==> src/rtl/tcpip_pkg.sv <==
// Shared definitions for the UDP/IP/MAC transmit path: scheduler state encoding
// and frame geometry. The largest payload is whatever the frame RAM holds after headers.
package tcpip_pkg;
  typedef enum logic [2:0] {
    IDLE      = 3'd0,
    ARM       = 3'd1,
    LAUNCH    = 3'd2,
    WAIT_DONE = 3'd3,
    IFG       = 3'd4
  } sched_state_t;

  localparam int ETH_HDR_LEN     = 14;
  localparam int IP_HDR_LEN      = 20;
  localparam int UDP_HDR_LEN     = 8;
  localparam int FRAME_RAM_DEPTH = 1024;
  localparam int MAX_PAYLOAD     = FRAME_RAM_DEPTH - ETH_HDR_LEN - IP_HDR_LEN - UDP_HDR_LEN;
endpackage

==> src/rtl/sched_timer.sv <==
// Clear/enable counter that saturates at TERM; tc flags the terminal count.
module sched_timer #(
  parameter int W    = 4,
  parameter int TERM = 11
) (
  input  logic clk,
  input  logic rst_n,
  input  logic clr,
  input  logic en,
  output logic tc
);
  localparam logic [W-1:0] TERM_V = W'(TERM);

  logic [W-1:0] cnt;

  assign tc = (cnt == TERM_V);

  always_ff @(posedge clk or negedge rst_n) begin
    if (!rst_n)          cnt <= '0;
    else if (clr)        cnt <= '0;
    else if (en && !tc)  cnt <= cnt + W'(1);
  end
endmodule

==> src/rtl/tcpip_tx_sched.sv <==
// TX frame-launch scheduler: launches on a full frame or on timeout with partial data,
// one frame in flight, then enforces the inter-frame gap.
// Optional statistics ports (flush_cnt, stall_cnt) under TCPIP_SCHED_STATS_EN.
module tcpip_tx_sched
  import tcpip_pkg::*;
#(
  parameter int MAX_PAYLOAD = tcpip_pkg::MAX_PAYLOAD,
  parameter int LEN_W       = 11,
  parameter int TIMEOUT_CYC = 12500,
  parameter int IFG_CYC     = 12
) (
  input  logic             clk,
  input  logic             rst_n,
  input  logic             sched_en,
  input  logic [LEN_W-1:0] pay_thresh,
  input  logic [LEN_W-1:0] fifo_level,
  input  logic             tx_en,
  input  logic             frame_done,
  output logic             frame_start,
  output logic [LEN_W-1:0] frame_len,
  output logic             sched_busy,
  output logic [15:0]      frame_cnt
`ifdef TCPIP_SCHED_STATS_EN
  ,
  output logic [15:0]      flush_cnt,
  output logic [15:0]      stall_cnt
`endif
);
  localparam int TMO_W = (TIMEOUT_CYC > 1) ? $clog2(TIMEOUT_CYC) : 1;
  localparam int GAP_W = (IFG_CYC > 1) ? $clog2(IFG_CYC) : 1;
  localparam logic [LEN_W-1:0] MAX_PAY_V = LEN_W'(MAX_PAYLOAD);

  sched_state_t     state, state_nxt;
  logic [LEN_W-1:0] eff_thr, len_nxt;
  logic             lvl_nz, thr_hit, tmo_tc, gap_tc;
  logic             launch, tmo_launch;

  always_comb begin
    eff_thr = pay_thresh;
    if (pay_thresh == '0)            eff_thr = LEN_W'(1);
    else if (pay_thresh > MAX_PAY_V) eff_thr = MAX_PAY_V;
  end

  assign lvl_nz  = |fifo_level;
  assign thr_hit = (fifo_level >= eff_thr);

  // Timeout only accumulates in ARM with data queued; any empty sample restarts it.
  sched_timer #(.W(TMO_W), .TERM(TIMEOUT_CYC - 1)) u_tmo (
    .clk   (clk),
    .rst_n (rst_n),
    .clr   ((state != ARM) || !lvl_nz),
    .en    (state == ARM),
    .tc    (tmo_tc)
  );

  // Gap needs IFG_CYC consecutive idle cycles; a tx_en blip starts it over.
  sched_timer #(.W(GAP_W), .TERM(IFG_CYC - 1)) u_gap (
    .clk   (clk),
    .rst_n (rst_n),
    .clr   ((state != IFG) || tx_en),
    .en    (state == IFG),
    .tc    (gap_tc)
  );

  always_comb begin
    state_nxt  = state;
    launch     = 1'b0;
    tmo_launch = 1'b0;
    len_nxt    = frame_len;
    case (state)
      IDLE:      if (sched_en) state_nxt = ARM;
      ARM: begin
        if (thr_hit) begin
          launch  = 1'b1;
          len_nxt = eff_thr;
        end else if (lvl_nz && tmo_tc) begin
          launch     = 1'b1;
          tmo_launch = 1'b1;
          len_nxt    = fifo_level;
        end else if (!sched_en) begin
          state_nxt = IDLE;
        end
        if (launch) state_nxt = LAUNCH;
      end
      LAUNCH:    state_nxt = WAIT_DONE;
      WAIT_DONE: if (frame_done) state_nxt = IFG;
      IFG:       if (!tx_en && gap_tc) state_nxt = sched_en ? ARM : IDLE;
      default:   state_nxt = IDLE;
    endcase
  end

  always_ff @(posedge clk or negedge rst_n) begin
    if (!rst_n) begin
      state     <= IDLE;
      frame_len <= '0;
      frame_cnt <= '0;
    end else begin
      state     <= state_nxt;
      frame_len <= len_nxt;
      frame_cnt <= frame_cnt + 16'(launch);
    end
  end

  assign frame_start = (state == LAUNCH);
  assign sched_busy  = (state == LAUNCH) || (state == WAIT_DONE) || (state == IFG);

`ifdef TCPIP_SCHED_STATS_EN
  always_ff @(posedge clk or negedge rst_n) begin
    if (!rst_n) begin
      flush_cnt <= '0;
      stall_cnt <= '0;
    end else begin
      flush_cnt <= flush_cnt + 16'(tmo_launch);
      stall_cnt <= stall_cnt + 16'((state == ARM) && lvl_nz);
    end
  end
`endif
endmodule
==> config.mk <==
export PLATFORM = sky130hd
export DESIGN_NAME = tcpip_tx_sched
export DESIGN_NICKNAME = d
export VERILOG_FILES = /design/src/rtl/tcpip_pkg.sv /design/src/rtl/sched_timer.sv /design/src/rtl/tcpip_tx_sched.sv
export SDC_FILE = /design/constraint.sdc
export NUM_CORES = 1
export LEC_CHECK = 0
export BUFFER_PORTS_ARGS = -buffer_cell sky130_fd_sc_hd__buf_2
export CORE_MARGIN = 5
export CORE_UTILIZATION = 35
export DETAILED_ROUTE_END_ITERATION = 16
export GPL_TIMING_DRIVEN = 0
export SYNTH_ARGS = -nofsm -noshare
export SYNTH_HDL_FRONTEND = slang
export SYNTH_HIERARCHICAL = 1
export SYNTH_SLANG_ARGS = --single-unit
==> constraint.sdc <==
create_clock -name clk -period 2.3 [get_ports clk]
set_input_delay 0.46 -clock clk [delete_from_list [all_inputs] [get_ports clk]]
set_output_delay 0.46 -clock clk [all_outputs]
set_load 0.05 [all_outputs]
; Word-level counts from Yosys, hierarchy flattened
; Index checks and enable logic that the tools add are counted.
[totals]
reg_bits = 48
output_inout_bits = 29
inputBits = 27
[op_classes]
magnitude_cmp = 2
n_reduce_logical = 20
n_addsub = 3
mux = 21
eq_ne = 14
[op_table]
columns = cell, n
row1 = $mux 11, 4
row2 = $mux 14, 2
row3 = $mux 3, 7
row4 = $add 16x1->16, 1
row5 = $pmux 3 s5, 1
row6 = $add 14x1->14 const B, 1
row7 = $eq 14x14->1 const B, 1
row8 = $ne 3x3->1 const B, 4
row9 = $ge 11x11->1, 1
row10 = $gt 11x10->1 const B, 1
row11 = $logic_not 11->1, 1
row12 = $reduce_or 11->1, 1
row13 = $mux 4, 2
row14 = $eq 3x2->1 const B, 2
row15 = $ne 2x2->1 const B, 3
row16 = $reduce_and 6->1, 1
row17 = $reduce_bool 2->1, 3
row18 = $mux 1, 5
row19 = $add 4x1->4 const B, 1
row20 = $eq 4x4->1 const B, 1
row21 = $logic_and 1x1->1, 4
row22 = $logic_not 1->1, 4
row23 = $logic_or 1x1->1, 4
row24 = $eq 3x1->1 const B, 1
row25 = other kinds (4), 4

; Depth between registers and ports, before layout
; Gate-level depths: netlist of run 1.
[logic_depth]
ltp_word = 8
mapped_depth = 17
mapped_depth_nobuf = 16

; By module
; The synthesis of run 1 kept the hierarchy.
[by_module_without_submodules]
columns = mod, n_inst, seq_area_each_um2, area_per_inst_um2, cells_per_inst
row1 = tcpip_tx_sched, 1, 750.7, 1933.1, 207
row2 = sched_timer at u_tmo, 1, 350.3, 773.2, 78
row3 = sched_timer at u_gap, 1, 100.1, 210.2, 21

; Least setup slack after synthesis of run 1
; OpenSTA, ideal clock, no wires.
[synth_timing]
kind = input to register
startpoint = input pay_thresh[10]
endpoint = register frame_cnt[15]
path_slack_ps = -763
stages = 16
setup_ps = 140
arrival_time_ps = 2923
n_path_buf = 2
cell_sequence = clkbuf_1 nor2_1 a21o_1 ha_1 nor2b_1 o21ai_1 a221oi_4 a21o_1 buf_6 inv_4 ha_1 nand2_1 nor3_1 and2_1 nand4_1 xnor2_1
[synth_between]
elab_chain_len = 8
word_cells_on_any_way = 9
classes_between = add/sub: 1 / order compare: 2 / mux: 5 / reduce/logical: 1
[synth_rtl]
columns = item, line
row1 = "start, declared", tcpip_tx_sched.sv:15  ; input logic [LEN_W-1:0] pay_thresh,
row2 = $gt 11x10->1, tcpip_tx_sched.sv:41  ; else if (pay_thresh > MAX_PAY_V) eff_thr = MAX_PAY_V;
row3 = $mux 11, tcpip_tx_sched.sv:41
row4 = $mux 11 *, tcpip_tx_sched.sv:40  ; if (pay_thresh == '0) eff_thr = LEN_W'(1);
row5 = $ge 11x11->1 *, tcpip_tx_sched.sv:45  ; assign thr_hit = (fifo_level >= eff_thr);
row6 = $mux 1 *, tcpip_tx_sched.sv:73  ; if (thr_hit) begin
row7 = $mux 1 * (2 in series), tcpip_tx_sched.sv:70  ; case (state)
row8 = named net launch, tcpip_tx_sched.sv:36  ; logic launch, tmo_launch;
row9 = $add 16x1->16 *, tcpip_tx_sched.sv:100  ; frame_cnt <= frame_cnt + 16'(launch);
row10 = "end signal, assigned", tcpip_tx_sched.sv:100
row11 = "end, declared", tcpip_tx_sched.sv:22  ; output logic [15:0] frame_cnt
; The timed path passes the listed nets; every way through them passes the cells marked *. The select of a mux whose other input is x is not followed.
; A chain may end at the register's enable or synchronous reset.

; Worst setup path after layout of run 1
[layout_timing]
startpoint = input pay_thresh[4]
endpoint = register frame_cnt[11]
; The elaborated chain is that of the path after synthesis.

==> results.cfg, run 1 <==
[global_route]
grt_max_degree = 49
grt_pass1_vias = 2453
track_usage_pct = 14.2
grt_overflow_total = 0
grt_pass1_wl_um = 11900
antenna_found_initial = 0

[run_status]
violations = setup timing
status = finished, violations left

[detailed_routing]
drc = 0
via_per_inst = 5.09
drt_iter0_drc = 97
routed_wl_um = 7280
vias = 2523
first_pass_iters = 4
ant_nets = 0
wire_per_inst_um = 14.7

[timing]
slew_violations = 0
finClkSkew_ps = 8.80
fin_crit_ps = 2700
rsz0062_at_grt = true
layout_setup_ws_ps = -397
tightest_slew_ps = 1060
timing.hold.ws_ps = 353
finalSetupViolations = 28
fmaxAchievable_mhz = 371
period_share_pct = 117
hold_viol_final = 0
slew_headroom_pct = 29.7

[yosys]
ys_ff_latch = 48
yosys-top-cells-count = 48 x dfrtp_1, 43 x nor2_1, 26 x nand2_1
avgSynthCellArea_um2 = 9.53
yosys_warnings = 6
syn_area_um2 = 2920
synthTopCellsByArea = dfrtp_1 41%, ha_1 6.9%, nor2_1 5.5%
netlist.area_leader.share_pct = 41.2
synth_edf_count = 0
yosysMostFrequentCell = dfrtp_1
synth_fp_nets = 349
synth_cell_types = 54
syn-instance-count = 306
yosys.area.top_type = dfrtp_1
async_flop_share_pct = 100
ys.flop_type = dfrtp_1
yosysSeqAreaShare_pct = 41.2

[clock_network]
cts_made_buffers = 5
cts.sinks = 48
clock-root-buffer = clkbuf_8
tritoncts = yes
cts_hold_buffers = 0
htree_num_levels = 2
clk_latency_ps = 300
clk_path_buf_depth = 2
clk_pin_slew_ps = 90

[worst_setup_path]
rr_endpoint = frame_cnt[15]
cp_max_fo = 4
arrival_ps = 2930
r2r.worst_path.cells = 12
crit_chain = buf_12, nor4_4, nand3_2, nor2_2, a21o_1, ha_1, nor2b_1, o21ai_2, a221oi_4, a21o_4, inv_8, ha_4, nand2_4, nor3_4, and2_4, buf_4, nand2_2, xnor2_1
r2r_start = u_tmo/cnt[0]
slowest_delay_ps = 300
required_ps = 2530
rrSetupSlack_ps = -270
start_kind = input port
cpMaxStageDelayCell = a221oi_4
crit_path_end_kind = flip-flop
worstSetupPathType = input port to flip-flop

[placement]
hpwl_um = 5220
routabilityCongestion = 0.817
numPortBuffers = 55

[layout]
drive_above_1_share_pct = 38.9
fin_util_pct = 49.2
area_growth_pct = 38.0
num_antenna_cells = 0
nets = 433

[floorplanning]
core_um2 = 8180
die_y_um = 101
start_util_pct = 35.7
rows = 33
ios = 56
die_x_um = 101
dieArea_um2 = 10300

[power]
p_per_area_nw_per_um2 = 851
cellLeakagePower_nw = 1.83
ir_drop_mv = 0.373
power_mw = 3.42

[job]
cap_violations = 0

[hold_path]
min_path_type = input port to async pin
layer usage:
layer | share of wire, % | vias up | global-route usage (%)
met5 | 0 | - | 0
met4 | 1.2 | 0 | 4.50
met3 | 5.6 | 6 | 3.17
met2 | 46 | 61 | 22.3
met1 | 47 | 1210 | 19.5
li1 | - | 1246 | -
logic make-up (layout without fill, tap and decap cells):
family	count (synthesis)	in the layout	share of synthesized area (%)
AO/OA/AOI/OAI	47	47	13.5
flip-flops	48	48	41.2
AND/OR/NAND/NOR	136	136	24.1
multiplexers	4	4	1.72
adder cells (fa/ha/maj)	16	16	6.86
XOR/XNOR	23	23	6.91
buffers and inverters	31	116	5.66
other	1	1	0.129
metrics by stage:
step / setup TNS (ps) / cell area, µm² / setup WS [ps] / cells
floorplan: -7670 / 3010 / -596 / 306
global placement: -19270 / 3420 / -994 / 466
detailed placement: -19930 / 3420 / -1020 / 466
CTS: -5610 / 3710 / -404 / 482
global route: -8330 / 4020 / -526 / 496
finish: -5320 / 4020 / -397 / 496
final cells by class:
class / instances / area (µm²)
plain buffers: 8 / 81.3
well taps: 105 / 131
flip-flops and latches: 48 / 1200
inverters: 22 / 93.8
repair buffers: 78 / 577
clock buffers: 7 / 96.3
multi-input cells: 227 / 1810
clock inverters: 1 / 30.0
fillers: 768 / 4150
worst max path at each step:
| stage | start | end | slack (ps) | depth (start not counted) |
|---|---|---|---|---|
| global route | pay_thresh[10] | frame_cnt[15] | -530 | 15 |
| detailed placement | pay_thresh[4] | frame_cnt[15] | -1020 | 18 |
| floorplan | pay_thresh[6] | frame_cnt[4] | -600 | 15 |
| finish | pay_thresh[4] | frame_cnt[11] | -400 | 18 |
| global placement | pay_thresh[3] | frame_cnt[4] | -990 | 16 |
| CTS | pay_thresh[4] | frame_cnt[15] | -400 | 18 |
where the power goes:
part	switching [mW]	internal (mW)
registers	0.143	0.994
clock network	0.282	0.384
logic	1.07	0.554
placed cells by master (no fill, tap or decap), drive strengths merged, types with 2 or more instances in the layout:
cell type	n
inv	21
and3	3
nand3	11
nand4	12
nor3	6
a21oi	16
nor4	13
a221oi	9
nor2	44
or2	3
a21o	2
o221a	2
mux2	2
mux2i	2
nor2b	3
nand2b	2
nand3b	2
xor2	9
ha	16
buf	81
nand2	26
clkbuf	12
o21ai	9
xnor2	14
or3	3
dfrtp	48
nor3b	2
state kept, by name (all words and copies together) (netlist names):
signal	flops
frame_cnt	16
u_tmo/cnt	14
frame_len	11
u_gap/cnt	4
state	3
what timing repair did:
item | CTS | global route
gates cloned | 0 | 2
pin swaps | 20 | 26
setup buffers | 9 | 14
endpoints found under the setup margin | 28 | 33
resized for setup | 26 | 38
critical path: cells and delay by family:
kind	cells	cell delay (ps)
and+or+nand+nor	8	1020
AOI/OAI and AO/OA	4	700
adders and majority gates	2	380
buffers and inverters	3	280
xor gates and xnor gates	1	100
No activity file was read; power rests on OpenSTA's default activity.
==> run 2, diff against run 1 <==
--- a/config.mk
+++ b/config.mk
@@ -7,9 +7,11 @@
 export LEC_CHECK = 0
 export BUFFER_PORTS_ARGS = -buffer_cell sky130_fd_sc_hd__buf_2
 export CORE_MARGIN = 5
-export CORE_UTILIZATION = 35
+export CORE_UTILIZATION = 50
 export DETAILED_ROUTE_END_ITERATION = 16
 export GPL_TIMING_DRIVEN = 0
+export PLACE_DENSITY = 0.76
+export RECOVER_POWER = 50
 export SYNTH_ARGS = -nofsm -noshare
 export SYNTH_HDL_FRONTEND = slang
 export SYNTH_HIERARCHICAL = 1
==> run 2 against run 1 <==
The flow still finishes with violations (setup timing). Core utilization grew 19 points. Cell count fell by 8.3%. First-iteration DRC count down 26%. Sequential power is essentially flat. Die area shrank 27%. Combinational power shrank 6%. Worst setup slack worse by 32 ps. Cell area decreased by 5.5%. Sequential cell count unchanged. Count of clock-buffer cells in the layout is 2 lower. Sequential share of layout area grew 1.7 points. Global-route usage rose by 5.5 points. Critical endpoint is now frame_cnt[6].
==> results.cfg, run 2 (same netlist as run 1, synthesis figures left out) <==
[worst_setup_path]
r2r.worst_path.cells = 12
rr_endpoint = frame_cnt[15]
cp_max_fo = 4
required_ps = 2530
crit_chain = buf_2, a21oi_4, a21oi_2, or2_4, nor2_4, ha_4, a21oi_2, o21ai_2, a221oi_4, a21o_1, inv_6, ha_4, ha_4, and3_4, nand3_2, xnor2_1
rrSetupSlack_ps = -170
path_buf_inv = 2
crit_path_end_kind = flip-flop
cpMaxStageDelayCell = a221oi_4
r2r_start = u_tmo/cnt[0]
start_kind = input port
worstSetupPathType = input port to flip-flop
crit_top_cell = ha_4
cp_top_family = compound AO/OA/AOI/OAI gates
slowest_delay_ps = 280
arrival_ps = 2960

[layout]
top_register = frame_cnt
fin_util_pct = 68.2
nets = 425
reg_top3 = frame_cnt x16, u_tmo/cnt x14, frame_len x11
area_growth_pct = 30.3
layout_common_cells = 48 x dfrtp_1, 46 x buf_2, 37 x nor2_1, 25 x nand2_1, 21 x inv_1
largest_reg_flops = 16
regArea_um2 = 1200
fin_cells = 455
design_area_um2 = 3800
multiInputGateArea_um2 = 1770
final_common_cell = dfrtp_1
drive_above_1_share_pct = 36.8
fillers = 425
num_antenna_cells = 0

[floorplanning]
die_y_um = 86.4
rows = 27
core_um2 = 5570
die_x_um = 86.4
ios = 56
start_util_pct = 52.3
dieArea_um2 = 7460

[detailed_routing]
ant_nets = 0
routed_wl_um = 7000
first_pass_iters = 4
drt_iter0_drc = 72
wire_per_inst_um = 15.4
drc = 0
via_per_inst = 5.65
vias = 2571

[placement]
placed_cells = 433
placed_area_um2 = 3370
routabilityCongestion = 0.820
dp_slack_ps = -1070
hpwl_um = 4940
numPortBuffers = 55

[run_status]
violations = setup timing
status = finished, violations left

[clock_network]
clk_latency_ps = 300
clock-root-buffer = clkbuf_8
clk_path_buf_depth = 2
cts.sinks = 48
clk_pin_slew_ps = 90
cts_made_buffers = 5
tritoncts = yes
htree_num_levels = 2
cts_hold_buffers = 0

[power]
pwr-share-comb_pct = 46.5
p_sw_share_pct = 44.2
p_seq_share_pct = 34.9
cellLeakagePower_nw = 1.75
p_per_area_nw_per_um2 = 857
p_int_mw = 1.82
p_clk_share_pct = 18.5
ir_drop_mv = 0.615
power_switching_mw = 1.44

[global_route]
grt_pass1_vias = 2571
use_met2_pct = 33.9
grt_overflow_total = 0
use_met1_pct = 24.8
track_usage_pct = 19.7
grt_max_degree = 49
antenna_found_initial = 0
grt_use_met3_pct = 3.33
busiest_layer = met2
grt_pass1_wl_um = 11900

[timing]
slew_headroom_pct = 22.2
rsz0062_at_grt = true
fin_crit_ps = 2730
fmaxAchievable_mhz = 366
tightest_slew_ps = 1170
slew_violations = 0
layout_setup_ws_ps = -429
finalSetupViolations = 28
finClkSkew_ps = 10.1
hold_viol_final = 0
timing.hold.ws_ps = 374
period_share_pct = 119

[hold_path]
min_path_type = input port to async pin

[job]
cap_violations = 0
## run 2: power groups by stage
stage	Clock (mW)	Sequential, mW	Combinational (mW)
after floorplan	0	1.55	0.689
after global placement	0	1.14	1.42
after detailed placement	0	1.15	1.45
after CTS	0.624	1.14	1.50
after global routing	0.665	1.16	1.63
final	0.604	1.14	1.52
## run 2: metal layers
metal	routed length, µm	part of all wire, %	up-vias
met5	0	0	-
met1	2930	42	1235
met3	465	6.6	18
met2	3420	49	83
li1	-	-	1235
met4	178	2.5	0
## run 2: what timing repair did
item / in CTS / in global routing
pin swaps: 21 / 16
gates cloned: 1 / 0
resized for setup: 36 / 14
setup endpoints to repair: 28 / 34
buffers inserted: 11 / 6
## run 2: worst max path at each step
stage / startpoint / end / cells past startpoint / slack, ps
2_1_floorplan: pay_thresh[6] / frame_cnt[4] / 15 / -600
3_3_place_gp: pay_thresh[3] / frame_cnt[4] / 16 / -950
3_5_place_dp: pay_thresh[6] / frame_cnt[12] / 17 / -1070
4_1_cts: pay_thresh[9] / frame_cnt[15] / 18 / -390
5_1_grt: pay_thresh[9] / frame_cnt[6] / 17 / -550
6_report: pay_thresh[3] / frame_cnt[6] / 16 / -430
## run 2: area by class of cell
type / instances / share of cell area (%)
flip-flops and latches: 48 / 31.6
inverters: 22 / 2.30
multi-input cells: 227 / 46.6
well taps: 72 / 2.37
plain buffers: 8 / 1.91
repair buffers: 70 / 12.2
clock buffers: 5 / 1.81
clock inverters: 3 / 1.12
## run 2: metrics by stage
stage / total power, mW / TNS, ps
final: 3.26 / -6420
after global routing: 3.46 / -9640
after CTS: 3.27 / -4690
after detailed placement: 2.60 / -21470
after global placement: 2.56 / -17970
after floorplan: 2.24 / -7670
==> run 3, diff against run 2 <==
--- a/config.mk
+++ b/config.mk
@@ -10,7 +10,7 @@
 export CORE_UTILIZATION = 50
 export DETAILED_ROUTE_END_ITERATION = 16
 export GPL_TIMING_DRIVEN = 0
-export PLACE_DENSITY = 0.76
+export PLACE_DENSITY = 0.84
 export RECOVER_POWER = 50
 export SYNTH_ARGS = -nofsm -noshare
 export SYNTH_HDL_FRONTEND = slang
==> run 3 against run 2 <==
The run still ends with setup timing left. Worst setup slack got worse by 57 ps. Hold slack improved by 2.5 ps. Clock power increased by 10%. Via count increased by 2.2%. Power increased by 3.8%. Core utilization increased by 0.99 points.
==> results.cfg, run 3 (same netlist as run 1, synthesis figures left out) <==
[timing]
slew_violations = 0
rsz0062_at_grt = true
tightest_slew_ps = 1180
hold_viol_final = 0
setup_tns_ps = -6920
layout_setup_ws_ps = -486
finalSetupViolations = 29
fmaxAchievable_mhz = 359
finClkSkew_ps = 6.00
slew_headroom_pct = 21.3
period_share_pct = 121
fin_crit_ps = 2790

[worst_setup_path]
arrival_ps = 2980
crit_top_cell = nand4_1
required_ps = 2490
crit_path_end_kind = flip-flop
rrSetupSlack_ps = -230
r2r.worst_path.cells = 12
rr_endpoint = frame_cnt[15]
slowest_delay_ps = 350
path_buf_inv = 3
start_kind = input port
crit_chain = buf_2, clkbuf_2, nand3b_1, ha_1, nand4_1, nor2_2, a221oi_4, a21o_1, inv_6, ha_4, nand2_4, nor3_4, and2_4, nand4_1, xnor2_1
cpMaxStageDelayCell = ha_1
cp_max_fo = 10
worstSetupPathType = input port to flip-flop
r2r_start = u_tmo/cnt[0]
cp_top_family = simple AND/OR/NAND/NOR gates
critPathLaunch = pay_thresh[10]

[run_status]
violations = setup timing
status = finished, violations left

[global_route]
grt_overflow_total = 0
grt_pass1_wl_um = 11900
grt_max_degree = 49
track_usage_pct = 19.8
antenna_found_initial = 0
grt_pass1_vias = 2503

[detailed_routing]
drc = 0
vias = 2627
first_pass_iters = 4
ant_nets = 0
drt_iter0_drc = 136
routed_wl_um = 7550
via_per_inst = 5.76
wire_per_inst_um = 16.6

[power]
power_switching_mw = 1.48
p_int_mw = 1.89
p_seq_share_pct = 33.8
p_per_area_nw_per_um2 = 876
cellLeakagePower_nw = 1.79
p_sw_share_pct = 43.9
p_clk_share_pct = 19.7
pwr-share-comb_pct = 46.5
ir_drop_mv = 0.691

[clock_network]
clk_path_buf_depth = 2
cts_made_buffers = 5
clk_pin_slew_ps = 90
tritoncts = yes
htree_num_levels = 2
clk_latency_ps = 300
cts_hold_buffers = 0
clock-root-buffer = clkbuf_8
cts.sinks = 48

[placement]
placed_area_um2 = 3370
routabilityCongestion = 0.838
hpwl_um = 4870
dp_slack_ps = -963
numPortBuffers = 55

[layout]
top_register = frame_cnt
design_area_um2 = 3860
layout_common_cells = 48 x dfrtp_1, 47 x buf_2, 37 x nor2_1, 23 x nand2_1, 20 x inv_1
final_common_cell = dfrtp_1
drive_above_1_share_pct = 37.8
area_growth_pct = 32.2
largest_reg_flops = 16
nets = 426
fillers = 409
num_antenna_cells = 0
reg_top3 = frame_cnt x16, u_tmo/cnt x14, frame_len x11

[job]
cap_violations = 0

[floorplanning]
die_y_um = 86.4
start_util_pct = 52.3
core_um2 = 5570
rows = 27
dieArea_um2 = 7460
ios = 56
die_x_um = 86.4

[hold_path]
min_path_type = input port to async pin
[run 3: changes by cell type in the layout (fill, tap and decap cells not counted), sizes merged]
cell / delta
clkbuf: +2
clkinv: -1
inv: -1
buf: +1
[run 3: metrics by stage]
stage	hold slack, ps	total power [mW]	cells	util [%]
after global placement	448	2.56	433	60.5
after global routing	466	3.56	456	69.2
after detailed placement	469	2.59	433	60.5
after floorplan	164	2.24	306	-
after CTS	376	3.31	451	66.3
final	377	3.38	456	69.2
[run 3: layer usage]
| metal | vias up | global-route usage, % | wire, µm |
|---|---|---|---|
| met5 | - | 0 | 0 |
| met4 | 0 | 6.94 | 271 |
| met3 | 22 | 3.80 | 486 |
| met2 | 105 | 32.6 | 3640 |
| met1 | 1262 | 26.1 | 3150 |
| li1 | 1238 | - | - |
[run 3: what timing repair did]
action | in CTS | in global routing
gates resized for setup | 29 | 27
cloned | 1 | 0
hold endpoints to repair | 0 | 0
endpoints found under the setup margin | 28 | 33
setup buffers | 10 | 6
pin swaps | 20 | 17
[run 3: worst reg2reg max path, cell delays in order (launching register included)]
cell	delay, ps
dfrtp_1	420
ha_1	240
nand4_1	170
nor3_1	240
nand2_1	150
a21o_1	260
inv_6	90
ha_4	140
nand2_4	50
nor3_4	200
and2_4	190
nand4_1	120
xnor2_1	150
[run 3: layout make-up]
type	instances	area (µm²)	share of cell area [%]
Inverter	22	91.3	2.37
Tap cell	72	90.1	2.34
Clock buffer	7	96.3	2.50
Buffer	8	72.6	1.88
Timing Repair Buffer	71	470	12.2
Sequential cell	48	1200	31.1
Multi-Input combinational cell	227	1800	46.8
Clock inverter	1	30.0	0.779
[run 3: how the worst max path moves through the flow]
stage                          endpoint  slack, ps  cells after the start
after floorplan            frame_cnt[4]       -600                     15
final                     frame_cnt[15]       -490                     15
after detailed placement  frame_cnt[15]       -960                     18
after CTS                  frame_cnt[6]       -340                     17
after global placement     frame_cnt[4]       -940                     16
after global routing      frame_cnt[15]       -580                     15
[run 3: power groups by stage]
stage | combinational [mW] | clock (mW) | sequential [mW]
finish | 1.57 | 0.665 | 1.14
global route | 1.67 | 0.715 | 1.17
CTS | 1.49 | 0.680 | 1.13
detailed placement | 1.45 | 0 | 1.14
global placement | 1.42 | 0 | 1.14
floorplan | 0.689 | 0 | 1.55
